<file path="config.mk">
export PLATFORM = sky130hd
export DESIGN_NAME = dict_loader
export DESIGN_NICKNAME = d
export VERILOG_FILES = /design/src/rtl/dict_pkg.sv /design/src/rtl/dict_prefetch_fifo.sv /design/src/rtl/dict_loader.sv
export SDC_FILE = /design/constraint.sdc
export NUM_CORES = 1
export LEC_CHECK = 0
export BUFFER_PORTS_ARGS = -buffer_cell sky130_fd_sc_hd__buf_2
export CAP_MARGIN = 20
export CELL_PAD_IN_SITES_DETAIL_PLACEMENT = 2
export CELL_PAD_IN_SITES_GLOBAL_PLACEMENT = 2
export CORE_MARGIN = 3
export CORE_UTILIZATION = 40
export DETAILED_ROUTE_END_ITERATION = 16
export PLACE_DENSITY = 0.75
export REMOVE_ABC_BUFFERS = 1
export SKIP_LAST_GASP = 1
export SYNTH_ARGS = -nofsm -noshare
export SYNTH_HDL_FRONTEND = slang
export SYNTH_SLANG_ARGS = --single-unit
</file>
<file path="constraint.sdc">
create_clock -name clk -period 3.4 [get_ports clk]
set_input_delay 0 -clock clk [delete_from_list [all_inputs] [get_ports clk]]
set_output_delay 0 -clock clk [all_outputs]
set_load 0.03 [all_outputs]
</file>
<file path="src/rtl/dict_pkg.sv">
// dict_pkg: shared dictionary field widths and the loader state encoding
package dict_pkg;

    localparam int KEY_WIDTH  = 6;
    localparam int VAL_WIDTH  = 12;
    localparam int ADDR_WIDTH = 16;

    typedef enum logic [2:0] {
        S_IDLE,
        S_FILL,
        S_BURST,
        S_ABORT,
        S_DONE,
        S_ERROR
    } state_t;

endpackage

</file>
<file path="src/rtl/dict_prefetch_fifo.sv">
// dict_prefetch_fifo: small synchronous FIFO with flush, head is read combinationally
module dict_prefetch_fifo #(
    parameter int DEPTH = 8,
    parameter int W     = 12
) (
    input  logic                       clk,
    input  logic                       rst,
    input  logic                       i_flush,
    input  logic                       i_push,
    input  logic [W-1:0]               i_din,
    input  logic                       i_pop,
    output logic [W-1:0]               o_head,
    output logic [$clog2(DEPTH):0]     o_count,
    output logic                       o_empty
);

    localparam int AW = $clog2(DEPTH);
    localparam int CW = AW + 1;

    logic [W-1:0]  r_mem [DEPTH];
    logic [AW-1:0] r_rd;
    logic [AW-1:0] r_wr;
    logic [CW-1:0] r_count;
    logic          w_pop;

    assign o_empty = (r_count == '0);
    assign w_pop   = i_pop & ~o_empty;
    assign o_head  = r_mem[r_rd];
    assign o_count = r_count;

    // pointers and occupancy; flush drops everything including a same-cycle push
    always_ff @(posedge clk or posedge rst) begin
        if (rst) begin
            r_rd    <= '0;
            r_wr    <= '0;
            r_count <= '0;
        end else if (i_flush) begin
            r_rd    <= '0;
            r_wr    <= '0;
            r_count <= '0;
        end else begin
            if (i_push) r_wr <= r_wr + 1'b1;
            if (w_pop) r_rd <= r_rd + 1'b1;
            r_count <= r_count + CW'(i_push) - CW'(w_pop);
        end
    end

    // storage needs no reset, validity is tracked by the count
    always_ff @(posedge clk) begin
        if (i_push && !i_flush) r_mem[r_wr] <= i_din;
    end

endmodule

</file>
<file path="src/rtl/dict_loader.sv">
// dict_loader: fetches the dictionary image from boot memory and writes it as one unbroken burst
module dict_loader #(
    parameter int KEY_WIDTH  = dict_pkg::KEY_WIDTH,
    parameter int VAL_WIDTH  = dict_pkg::VAL_WIDTH,
    parameter int ADDR_WIDTH = dict_pkg::ADDR_WIDTH,
    parameter int FIFO_DEPTH = 8,
    parameter int PREFILL    = 8,
    parameter int MAX_RETRY  = 3
) (
    input  logic                  clk,
    input  logic                  reset,
    input  logic                  start,
    input  logic [ADDR_WIDTH-1:0] base_addr,
    output logic                  mem_req,
    output logic [ADDR_WIDTH-1:0] mem_addr,
    input  logic                  mem_gnt,
    input  logic                  mem_rvalid,
    input  logic [VAL_WIDTH-1:0]  mem_rdata,
    output logic                  dict_write_enable,
    output logic [VAL_WIDTH-1:0]  dict_write_val,
    output logic                  busy,
    output logic                  done,
    output logic                  error,
    output logic [1:0]            retry_count
);

    import dict_pkg::*;

    localparam int N  = 1 << KEY_WIDTH;
    localparam int KW = KEY_WIDTH + 1;
    localparam int CW = $clog2(FIFO_DEPTH) + 1;
    localparam int TH = (PREFILL < N) ? PREFILL : N;

    state_t                r_state;
    logic [ADDR_WIDTH-1:0] r_base;
    logic [KW-1:0]         r_issued;
    logic [KW-1:0]         r_written;
    logic [CW-1:0]         r_outs;
    logic [1:0]            r_retry;
    logic                  r_done;
    logic                  r_error;

    logic                  w_active;
    logic                  w_req;
    logic                  w_xfer;
    logic                  w_rv;
    logic                  w_we;
    logic                  w_start;
    logic                  w_empty;
    logic [CW-1:0]         w_count;
    logic [VAL_WIDTH-1:0]  w_head;

    assign w_active = (r_state == S_FILL) || (r_state == S_BURST);
    assign w_req    = w_active && (r_issued < KW'(N)) && (w_count + r_outs < CW'(FIFO_DEPTH));
    assign w_xfer   = w_req & mem_gnt;
    assign w_rv     = mem_rvalid && (r_outs != '0);
    assign w_we     = (r_state == S_BURST) && !w_empty;
    assign w_start  = start && ((r_state == S_IDLE) || (r_state == S_DONE) ||
                                ((r_state == S_ERROR) && (r_outs == '0)));

    assign mem_req           = w_req;
    assign mem_addr          = r_base + ADDR_WIDTH'(r_issued);
    assign dict_write_enable = w_we;
    assign dict_write_val    = w_we ? w_head : '0;
    assign busy              = w_active || (r_state == S_ABORT);
    assign done              = r_done;
    assign error             = r_error;
    assign retry_count       = r_retry;

    dict_prefetch_fifo #(
        .DEPTH (FIFO_DEPTH),
        .W     (VAL_WIDTH)
    ) u_fifo (
        .clk     (clk),
        .rst     (reset),
        .i_flush (!w_active),
        .i_push  (w_active && w_rv),
        .i_din   (mem_rdata),
        .i_pop   (w_we),
        .o_head  (w_head),
        .o_count (w_count),
        .o_empty (w_empty)
    );

    // load sequencing plus issue/write/credit counters
    always_ff @(posedge clk or posedge reset) begin
        if (reset) begin
            r_state   <= S_IDLE;
            r_base    <= '0;
            r_issued  <= '0;
            r_written <= '0;
            r_outs    <= '0;
            r_retry   <= '0;
            r_done    <= 1'b0;
            r_error   <= 1'b0;
        end else begin
            r_outs <= r_outs + CW'(w_xfer) - CW'(w_rv);
            if (w_xfer) r_issued <= r_issued + 1'b1;
            if (w_we) r_written <= r_written + 1'b1;
            case (r_state)
                S_IDLE, S_DONE, S_ERROR: begin
                    if (w_start) begin
                        r_base    <= base_addr;
                        r_done    <= 1'b0;
                        r_error   <= 1'b0;
                        r_retry   <= '0;
                        r_issued  <= '0;
                        r_written <= '0;
                        r_state   <= S_FILL;
                    end
                end
                S_FILL: if (w_count >= CW'(TH)) r_state <= S_BURST;
                S_BURST: begin
                    if (w_empty) begin
                        if (r_retry == 2'(MAX_RETRY)) begin
                            r_state <= S_ERROR;
                            r_error <= 1'b1;
                        end else begin
                            r_state <= S_ABORT;
                            r_retry <= r_retry + 1'b1;
                        end
                    end else if (r_written == KW'(N - 1)) begin
                        r_state <= S_DONE;
                        r_done  <= 1'b1;
                    end
                end
                S_ABORT: begin
                    if (r_outs == '0) begin
                        r_issued  <= '0;
                        r_written <= '0;
                        r_state   <= S_FILL;
                    end
                end
                default: r_state <= S_IDLE;
            endcase
        end
    end

endmodule

</file>
==> flow_summary.ini <==
[flow_run]
drv_cap = 0

[synth]
synth_xor_area_share_pct = 3.39
synth_warnings = 0
synthFlopType = edfxtp_1
synthMuxAreaShare_pct = 12.5
synthAdderAreaFrac_pct = 5.55
synth_compound_area_share_pct = 5.70
synthCells = 469
ys_types = 50
async_flop_share_pct = 34.7
ys_seq_area_share_pct = 61.9
synth.ff_latch_count = 147
synth_top_family_by_area = multiplexers
avgSynthCellArea_um2 = 14.3
yosys.area_share.simple_pct = 8.09
synth_edf_count = 96
netlist_area_um2 = 6720

[worst_setup_path]
arrival_ns = 3.42
crit_path_end_kind = flop
critical_path_class = flop to flop
crit_top_cell = ha_1
critPathRequiredTime_ns = 3.74
crit_slowest_cell = o2111ai_2
cp_max_fo = 14
cp-start-kind = flop
cp_num_buf_inv = 1
crit_path_max_incr_delay_ns = 0.63
worstPathCellList = ha_1, nand4_1, and3_1, o2111ai_2, ha_1, inv_1, ha_1, a21o_1, a21oi_1, xor2_1
crit_family = compound AO/OA/AOI/OAI gates

[pwr]
power.density_nw_per_um2 = 768
peakVddDrop_v = 0.000420
p_leak_uw = 0.00325

[global_route]
grt_util_all_layers_pct = 22.4
grt_pass1_vias = 5087
grt_pass1_wl_um = 30300
antenna_found_initial = 0
grt_max_degree = 33
grt_overflow = 0

[clock_tree]
cts_tree = built
cts_buffers = 17
cts-root-buf = clkbuf_16
path_clk_slew_ns = 0.06
cts_resized = 0
clk_latency_ns = 0.43
htree_levels = 4
clockBufferDepth = 2
clock-sinks = 147

[drt]
drtIter0Drc = 304
viasPerCell = 5.39
drc_errors = 0
postRouteAntennaNets = 0
vias = 4361
routedWlPerCell_um = 23.6
wl_um = 19100
firstDrtPassIters = 4

[timing]
finalCriticalPeriod_ns = 3.08
worst_pin_slew_ns = 0.866
setup_viol = 0
final-hold-violation-count = 0
post-route-period-util_pct = 90.5
finClkSkew_ns = 0.00834
timing.hold.ws_ns = 0.0764
finalSetupTns_ns = 0
report.final.slew_viol_count = 0
grt_setup_unrepaired = no
slew_headroom_pct = 42.3
max_freq_mhz = 325

[placed_design]
dpl.hpwl_um = 12000
port_buffers = 67
place_area_um2 = 7340
gp_congestion = 0.795

[final_layout]
antenna_cells = 0
nets = 641
n_fill_cell = 1517
layout-drive-gt1-share_pct = 27.3
area_growth_syn_to_layout_pct = 23.2
utilization_pct = 51.1
stdcell_area_um2 = 8270
layout_commonest_cell = edfxtp_1
layout_common_cells = edfxtp_1, buf_2, dfrtp_1

[floorplanning]
die_y_um = 136
rows = 46
core_um2 = 16200
dieWidth_um = 136
io_pins = 68
dieArea_um2 = 18400
initial_core_util_pct = 41.5

[outcome]
status = completed

[min_path]
holdCritPathClass = input port to flop
synth_stat cells (4+ instances only):
| cell | number | area (µm²) |
|---|---|---|
| xnor2_1 | 18 | 158 |
| clkbuf_1 | 6 | 22.5 |
| a21oi_1 | 13 | 65.1 |
| nor3_1 | 6 | 30.0 |
| xor2_1 | 8 | 70.1 |
| nand3_1 | 10 | 50.1 |
| and3_1 | 4 | 25.0 |
| mux4_2 | 24 | 541 |
| a21o_1 | 5 | 37.5 |
| o21ai_0 | 12 | 60.1 |
| o21a_1 | 4 | 30.0 |
| nor2_1 | 40 | 150 |
| and2_1 | 4 | 25.0 |
| mux2_2 | 16 | 180 |
| o31ai_1 | 4 | 30.0 |
| buf_2 | 10 | 50.1 |
| mux2i_1 | 12 | 120 |
| nand4_1 | 6 | 37.5 |
| ha_1 | 25 | 313 |
| edfxtp_1 | 96 | 2880 |
| inv_1 | 28 | 105 |
| nand2_1 | 26 | 97.6 |
| dfrtp_1 | 51 | 1280 |
kinds of logic after synthesis:
| kind of cell | count (synthesis) |
|---|---|
| and+or+nand+nor | 113 |
| muxes | 52 |
| AOI/OAI and AO/OA | 56 |
| DFF | 147 |
| adders and majority gates | 28 |
| buffers and inverters | 47 |
| xor gates and xnor gates | 26 |
per-layer routing:
layer	GRT usage [%]	up-vias	wire, µm
met1	26.7	2277	7800
met3	4.83	26	657
li1	-	1962	-
met5	0	-	0
met2	40.6	96	10300
met4	6.61	0	348
final timing paths:
| kind | start | to | slack (ns) | cells past startpoint |
|---|---|---|---|---|
| worst max-delay path | r_outs[1]$_DFF_PP0_ | r_outs[3]$_DFF_PP0_ | 0.32 | 10 |
| worst min-delay path | start | done$_DFFE_PP0P_ | 0.08 | 4 |
| worst max register to register | r_outs[1]$_DFF_PP0_ | r_outs[3]$_DFF_PP0_ | 0.32 | 10 |
| worst min register to register | r_base[5]$_DFFE_PP0P_ | r_base[5]$_DFFE_PP0P_ | 0.52 | 1 |
| max in group asynchronous | reset | r_base[1]$_DFFE_PP0P_ | 2.45 | 4 |
| min in group asynchronous | reset | r_state[2]$_DFFE_PP0P_ | 0.14 | 3 |
per-stage QoR:
step / cells / total power (µW) / setup slack, ns
finish: 809 / 6360 / 0.324
global route: 809 / 6690 / 0.114
floorplan: 450 / 3680 / 0.728
CTS: 809 / 6400 / 0.340
detailed placement: 747 / 4290 / 0.407
global placement: 747 / 4140 / 0.689
worst register-to-register path, delay by kind of cell (launching register included):
kind            cells  cell delay [ns]
compound gates      3             1.01
fa+ha+maj           3             0.95
simple gates        2             0.30
flops               1             0.47
xor+xnor            1             0.19
buf+inv             1             0.07
repair_timing:
action | CTS | global route
endpoints found under the hold margin | 132 | 0
buffers inserted | 0 | 0
hold buffers | 30 | 0
where the power goes:
group / internal (µW) / switching [µW] / total [µW]
Sequential: 2180 / 253 / 2430
Combinational: 740 / 1160 / 1900
Clock: 1230 / 796 / 2030
Total: 4150 / 2210 / 6360
registers in the layout, summed over array words and instances, names as in the netlist:
register        cells
done                1
retry_count         2
u_fifo.r_mem       96
u_fifo.o_count      4
r_written           7
u_fifo.r_rd         3
r_outs              4
u_fifo.r_wr         3
error               1
r_base             16
r_issued            7
r_state             3
cell type report:
class | count | area [µm²] | share of cell area (%)
clock buffers | 17 | 425 | 5.14
clock inverters | 15 | 204 | 2.47
inverters | 28 | 105 | 1.27
multi-input cells | 275 | 2370 | 28.6
flip-flops and latches | 147 | 4160 | 50.3
well taps | 216 | 270 | 3.27
repair buffers | 111 | 741 | 8.95
Note: power is estimated with default switching activity, not from simulation.
